### config.mk
export PLATFORM = sky130hd
export DESIGN_NAME = fetch_ctrl
export DESIGN_NICKNAME = d
export VERILOG_FILES = /design/src/rtl/common_types_pkg.sv /design/src/rtl/fetch_ctrl.sv
export SDC_FILE = /design/constraint.sdc
export NUM_CORES = 1
export LEC_CHECK = 0
export BUFFER_PORTS_ARGS = -buffer_cell sky130_fd_sc_hd__buf_2
export CORE_UTILIZATION = 54
export DETAILED_ROUTE_END_ITERATION = 7
export PLACE_DENSITY = 0.81
export REMOVE_ABC_BUFFERS = 1
export SLEW_MARGIN = 15
export SYNTH_ARGS = -nofsm -noshare
export SYNTH_HDL_FRONTEND = slang
export SYNTH_SLANG_ARGS = --single-unit
### constraint.sdc
create_clock -name CLK -period 2.6 [get_ports CLK]
set_clock_uncertainty 0.05 [all_clocks]
set_input_delay 0.26 -clock CLK [delete_from_list [all_inputs] [get_ports CLK]]
set_output_delay 0.26 -clock CLK [all_outputs]
set_load 0.02 [all_outputs]
### src/rtl/common_types_pkg.sv
`default_nettype none
// ============================================================================
//  Module   : common_types_pkg
//  Purpose  : Shared types for the fetch stage: 32-bit word type, fetch
//             sequencer state encoding, the NOP instruction word, the
//             fetch-to-decode entry record and a word-alignment helper.
//  Ports    : none (package)
//  Revision : 1.0  initial release
// ============================================================================
package common_types_pkg;

  typedef logic [31:0] word_t;

  typedef enum logic [1:0] {
    RESET = 2'd0,
    FETCH = 2'd1,
    HOLD  = 2'd2,
    DRAIN = 2'd3
  } fetch_state_t;

  // RV32I canonical NOP: addi x0, x0, 0
  localparam word_t NOP_INST = 32'h0000_0013;

  // One instruction as presented to decode
  typedef struct packed {
    word_t pc;
    word_t inst;
    logic  pred;
    word_t target;
  } f2d_entry_t;

  // Instructions are 4-byte aligned; the two low address bits are dropped
  function automatic word_t align_word(input word_t a);
    return a & ~word_t'(32'h3);
  endfunction

endpackage
`default_nettype wire

### src/rtl/fetch_ctrl.sv
`default_nettype none
// ============================================================================
//  Module   : fetch_ctrl
//  Purpose  : Fetch-stage sequencer. Owns the PC, runs the instruction-memory
//             request handshake, buffers an instruction when decode stalls,
//             and drains abandoned requests after an execute redirect.
//  Ports    : CLK, nRST                  clock / async active-low reset
//             iren, iaddr                instruction read request / address
//             ihready, irdata            memory done / instruction word
//             stall                      decode cannot accept
//             redirect, redirect_pc      execute-stage PC redirect
//             pred_taken, pred_target    BTB prediction for current pc
//             f2d_en, f2d_flush          fetch-to-decode latch load / clear
//             f2d_pc, f2d_inst,
//             f2d_pred, f2d_target       entry presented to the latch
//  Revision : 1.0  initial release
// ============================================================================
module fetch_ctrl
  import common_types_pkg::*;
#(
  parameter word_t       RESET_PC = 32'h0000_0000,
  parameter int unsigned PC_STEP  = 4
) (
  input  logic  CLK,
  input  logic  nRST,
  output logic  iren,
  output word_t iaddr,
  input  logic  ihready,
  input  word_t irdata,
  input  logic  stall,
  input  logic  redirect,
  input  word_t redirect_pc,
  input  logic  pred_taken,
  input  word_t pred_target,
  output logic  f2d_en,
  output logic  f2d_flush,
  output word_t f2d_pc,
  output word_t f2d_inst,
  output logic  f2d_pred,
  output word_t f2d_target
);

  fetch_state_t state, state_nx;
  word_t        pc, pc_nx;
  word_t        drain_addr, drain_addr_nx;
  f2d_entry_t   hold, hold_nx;
  word_t        seq_pc;

  // Next sequential PC, steered by the BTB (32-bit wraparound is intended)
  assign seq_pc = pred_taken ? align_word(pred_target) : pc + word_t'(PC_STEP);

  always_ff @(posedge CLK or negedge nRST) begin
    if (!nRST) begin
      state       <= RESET;
      pc          <= RESET_PC;
      drain_addr  <= '0;
      hold.pc     <= '0;
      hold.inst   <= NOP_INST;
      hold.pred   <= 1'b0;
      hold.target <= '0;
    end else begin
      state      <= state_nx;
      pc         <= pc_nx;
      drain_addr <= drain_addr_nx;
      hold       <= hold_nx;
    end
  end

  always_comb begin
    state_nx      = state;
    pc_nx         = pc;
    drain_addr_nx = drain_addr;
    hold_nx       = hold;
    iren          = 1'b0;
    iaddr         = pc;
    f2d_en        = 1'b0;
    f2d_flush     = 1'b0;
    f2d_pc        = pc;
    f2d_inst      = NOP_INST;
    f2d_pred      = 1'b0;
    f2d_target    = '0;

    case (state)
      RESET: begin
        f2d_flush = 1'b1;
        state_nx  = FETCH;
        if (redirect) pc_nx = align_word(redirect_pc);
      end

      FETCH: begin
        // Request stays up even on redirect: the bus cannot be retracted
        iren       = 1'b1;
        f2d_pc     = pc;
        f2d_inst   = irdata;
        f2d_pred   = pred_taken;
        f2d_target = pred_target;
        if (redirect) begin
          f2d_flush = 1'b1;
          pc_nx     = align_word(redirect_pc);
          if (!ihready) begin
            // Remember the in-flight address so it stays stable until done
            state_nx      = DRAIN;
            drain_addr_nx = pc;
          end
        end else if (ihready) begin
          pc_nx = seq_pc;
          if (stall) begin
            hold_nx.pc     = pc;
            hold_nx.inst   = irdata;
            hold_nx.pred   = pred_taken;
            hold_nx.target = pred_target;
            state_nx       = HOLD;
          end else begin
            f2d_en = 1'b1;
          end
        end
      end

      HOLD: begin
        f2d_pc     = hold.pc;
        f2d_inst   = hold.inst;
        f2d_pred   = hold.pred;
        f2d_target = hold.target;
        if (redirect) begin
          f2d_flush = 1'b1;
          pc_nx     = align_word(redirect_pc);
          state_nx  = FETCH;
        end else if (!stall) begin
          f2d_en   = 1'b1;
          state_nx = FETCH;
        end
      end

      DRAIN: begin
        // Returned data belongs to an abandoned request and is dropped
        iren  = 1'b1;
        iaddr = drain_addr;
        if (redirect) begin
          f2d_flush = 1'b1;
          pc_nx     = align_word(redirect_pc);
        end
        if (ihready) state_nx = FETCH;
      end

      default: state_nx = RESET;
    endcase
  end

endmodule
`default_nettype wire

==> flow_summary.rst <==
.. list-table::
   :header-rows: 1

   * - Metric
     - Value
   * - Run status
     - complete, no violations
   * - H-tree level count
     - 4
   * - Worst reg2reg path endpoint
     - drain_addr[31]$_DFFE_PN0P_
   * - Slack of the critical path
     - 0.130 ns
   * - Arrival @ worst endpoint
     - 2.16 ns
   * - Detailed-route vias per instance
     - 5.87
   * - Worst hold margin
     - 0.0167 ns
   * - Initial standard-cell utilization of the core
     - 55.8%
   * - Overall power consumption
     - 13700 uW
   * - Number of rows created at floorplan
     - 46
   * - Netlist Area Pre-Place
     - 8920 um2
   * - Die width
     - 131 um
   * - Classification of the worst-slack hold path
     - in2reg
   * - Fraction of layout cells with a size suffix above 1
     - 46.1%
   * - Routed wire length per instance
     - 18.8 um
   * - CTS Root Cell
     - clkbuf_16
   * - Initial detailed-routing violation count
     - 556
   * - Pin count of the biggest net entering global routing
     - 65
   * - All-layer global routing usage
     - 27.4%
   * - Half-perimeter wire length after detailed placement
     - 15200 um
   * - Tcrit/Tclk final
     - 95.0%
   * - Critical path type
     - reg2out
   * - Initial antenna violation count
     - 0
   * - Largest fanout on the critical path
     - 42
   * - Element type at the critical path end
     - primary output
   * - Min-Delay Startpoint
     - redirect_pc[7]
   * - Net total in the final layout
     - 1122
   * - Worst Hold Path EP
     - pc[7]$_DFFE_PN0P_
   * - Reported max-cap violation count
     - 0
   * - Clock tree from TritonCTS
     - yes
   * - Static leakage power
     - 0.00506 uW
   * - Setup slack, reg-to-reg
     - 0.23 ns
   * - Number of global-route vias before repair
     - 6795
   * - Die Y-Extent
     - 131 um
   * - Post-DP Area
     - 10300 um2
   * - Pin slew with the least headroom to its limit
     - 0.854 ns
   * - CTS clk-pin slew, worst paths
     - 0.06 ns
   * - Sequential share of the synthesized area
     - 44.1%
   * - Post-layout min period
     - 2.47 ns
   * - Chain of cells forming the critical path
     - inv_1 > ha_4 > buf_12 > mux2_2 > buf_2
   * - Maximum clock path buffer count
     - 2
   * - Hold Path Depth
     - 3
   * - Overflow left after global routing
     - 0
   * - Clock latency on the worst-skew pair
     - 0.43 ns
   * - PwrDens
     - 1260 nW/um2
   * - Floorplan Core Area
     - 16000 um2
   * - Dpl ws
     - 0.270 ns
   * - Warnings, synthesis
     - 0
   * - Number of cell instances on the worst register-to-register path
     - 5
   * - Overall via count from detail_route
     - 7307
   * - Post-layout instance area
     - 10900 um2
   * - Dominant synthesized flop cell
     - dfrtp_1
   * - Number of clock buffers inserted by TritonCTS
     - 17
   * - First-pass iteration count of the detailed router
     - 5
   * - Gp weighted congestion
     - 0.788
   * - Max Clk Rate
     - 0.405 GHz
   * - Flip-flop and latch count after synthesis
     - 157
   * - VDD IR-drop max
     - 0.669 mV
   * - Worst rel slew slack
     - 43.1%
   * - Number of ports placed on the die boundary
     - 234
   * - Clock sink count
     - 157
   * - DRC viols
     - 0
   * - Avg Cell Area, Syn
     - 10.8 um2
   * - Critical Path Source Type
     - register
   * - ANT nets after route
     - 0
   * - Post-synthesis cell count
     - 828
   * - Slowest CP cell
     - dfrtp_1
   * - Max incr delay on CP
     - 0.43 ns
   * - Critical Path RT
     - 2.29 ns
   * - Number of unique standard cell types used by synthesis
     - 50
   * - Die outline area
     - 17000 um2
   * - Number of port buffers
     - 227
   * - First-pass GRT wire length
     - 35400 um
   * - Number of setup violations in the final report
     - 0
   * - Fin. max-slew vios
     - 0
   * - Number of inserted filler cells in the final layout
     - 1264
   * - Startpoint of the worst-slack reg-to-reg timing path
     - state[1]$_DFFE_PN0P_
   * - Count of flip-flops with a built-in enable after synthesis
     - 0
   * - Layout overhead on the synthesized area
     - 22.6%
   * - Ys async rst share
     - 100%
   * - Final Core Density
     - 68.3%
   * - Overall routed net length
     - 23400 um
   * - Number of endpoints with negative hold slack in the final report
     - 0
==> routing by layer <==
metal | wire, um | track usage, %
met1 | 10100 | 36.1
met3 | 1440 | 4.89
met2 | 11500 | 44.8
met4 | 440 | 10.8
met5 | 0 | 0
==> what timing repair did <==
item,in CTS,in global routing
setup buffers,0,1
resized for setup,1,3
hold buffers,5,0
hold endpoints to repair,61,0
setup endpoints to repair,1,12
==> cell usage in the layout (no fill, tap or decap), types with 6 or more instances in the layout <==
master	Yosys	routed
a21oi_1	28	28
a221o_1	17	17
a22oi_1	67	67
and4_1	6	6
buf_12	0	10
buf_2	12	226
buf_4	5	16
clkbuf_16	0	17
dfrtp_1	154	154
mux2_2	178	178
nand2_1	53	53
nand2b_1	6	6
nand3_1	33	32
nand4_1	11	11
nor2_1	8	8
nor2b_1	65	65
nor3_1	10	10
o21ai_0	16	16
xnor2_1	9	9
xor2_1	10	10
==> metrics by stage <==
stage	cells	TNS [ns]
after global placement	1205	0
final	1244	0
after global routing	1242	-0.00165
after detailed placement	1205	0
after floorplan	737	-380.54
after CTS	1241	0
==> sequential cells by signal, summed over array words and instances (netlist names) <==
| signal | count |
|---|---|
| pc | 30 |
| drain_addr | 30 |
| state | 2 |
| hold | 95 |
==> report_power, final <==
part	switching (uW)	internal, uW	leakage [uW]
logic	3800	3110	0.00287
registers	746	3560	0.00191
clock network	977	1530	0.000289
total	5530	8210	0.00506
==> critical path: cells and delay by family, from the launching register on <==
family                   cells  cell delay (ns)
adder cells (fa/ha/maj)      1             0.33
buffers and inverters        3             0.58
flip-flops                   1             0.43
multiplexers                 1             0.36
==> Yosys cell counts, types with 2 or more instances <==
cell type | count | area share [%]
nor3_1 | 10 | 0.56
ha_1 | 6 | 0.84
o221ai_1 | 3 | 0.29
a21o_1 | 5 | 0.42
dfrtp_1 | 154 | 43
a22oi_1 | 67 | 5.6
clkbuf_2 | 4 | 0.22
dfstp_2 | 3 | 0.88
buf_6 | 2 | 0.25
mux2i_1 | 5 | 0.56
inv_1 | 5 | 0.21
or2_2 | 3 | 0.21
a21oi_1 | 28 | 1.6
mux2_1 | 4 | 0.50
o21ai_0 | 16 | 0.90
nand4_1 | 11 | 0.77
or3_1 | 2 | 0.14
a221o_1 | 17 | 1.9
a32oi_1 | 2 | 0.20
nand2b_1 | 6 | 0.42
nand3_1 | 33 | 1.9
xor2_1 | 10 | 0.98
buf_1 | 16 | 0.67
clkbuf_1 | 55 | 2.3
xnor2_1 | 9 | 0.88
nor2b_1 | 65 | 4.6
nor4_1 | 2 | 0.14
buf_2 | 12 | 0.67
and4_1 | 6 | 0.59
buf_4 | 5 | 0.42
and2_1 | 3 | 0.21
nand2_1 | 53 | 2.2
mux2_2 | 178 | 22
nor2_1 | 8 | 0.34
and3_1 | 5 | 0.35
==> cell families (layout without fill, tap and decap cells) <==
group / Yosys count / after routing / synth area share, %
compound gates: 145 / 145 / 11.6
xor+xnor: 19 / 19 / 1.87
fa+ha+maj: 6 / 6 / 0.841
buf+inv: 99 / 294 / 4.77
flops: 157 / 157 / 44.1
mux: 187 / 187 / 23.5
other cells: 1 / 6 / 0.0420
simple gates: 214 / 214 / 13.3
==> final cells by class <==
type / instances / area (um2) / share of cell area, %
Antenna cell: 2 / 5.00 / 0.0458
Clock buffer: 25 / 505 / 4.62
Clock inverter: 6 / 82.6 / 0.755
Inverter: 5 / 18.8 / 0.172
Multi-Input combinational cell: 575 / 4610 / 42.1
Sequential cell: 157 / 3930 / 36.0
Tap cell: 216 / 270 / 2.47
Timing Repair Buffer: 258 / 1510 / 13.8
==> worst max-delay path by stage <==
| stage | start | to | slack, ns |
|---|---|---|---|
| 6_report | state[0]$_DFFE_PN0P_ | f2d_pc[21] | 0.13 |
| 5_1_grt | state[0]$_DFFE_PN0P_ | f2d_en | -0.002 |
| 4_1_cts | state[0]$_DFFE_PN0P_ | f2d_pc[21] | 0.03 |
| 3_5_place_dp | state[1]$_DFFE_PN0P_ | drain_addr[9]$_DFFE_PN0P_ | 0.27 |
| 3_3_place_gp | state[1]$_DFFE_PN0P_ | drain_addr[30]$_DFFE_PN0P_ | 0.33 |
| 2_1_floorplan | state[1]$_DFFE_PN0P_ | hold[0]$_DFFE_PN0P_ | -2.81 |
Note: power is estimated with default switching activity, not from simulation.
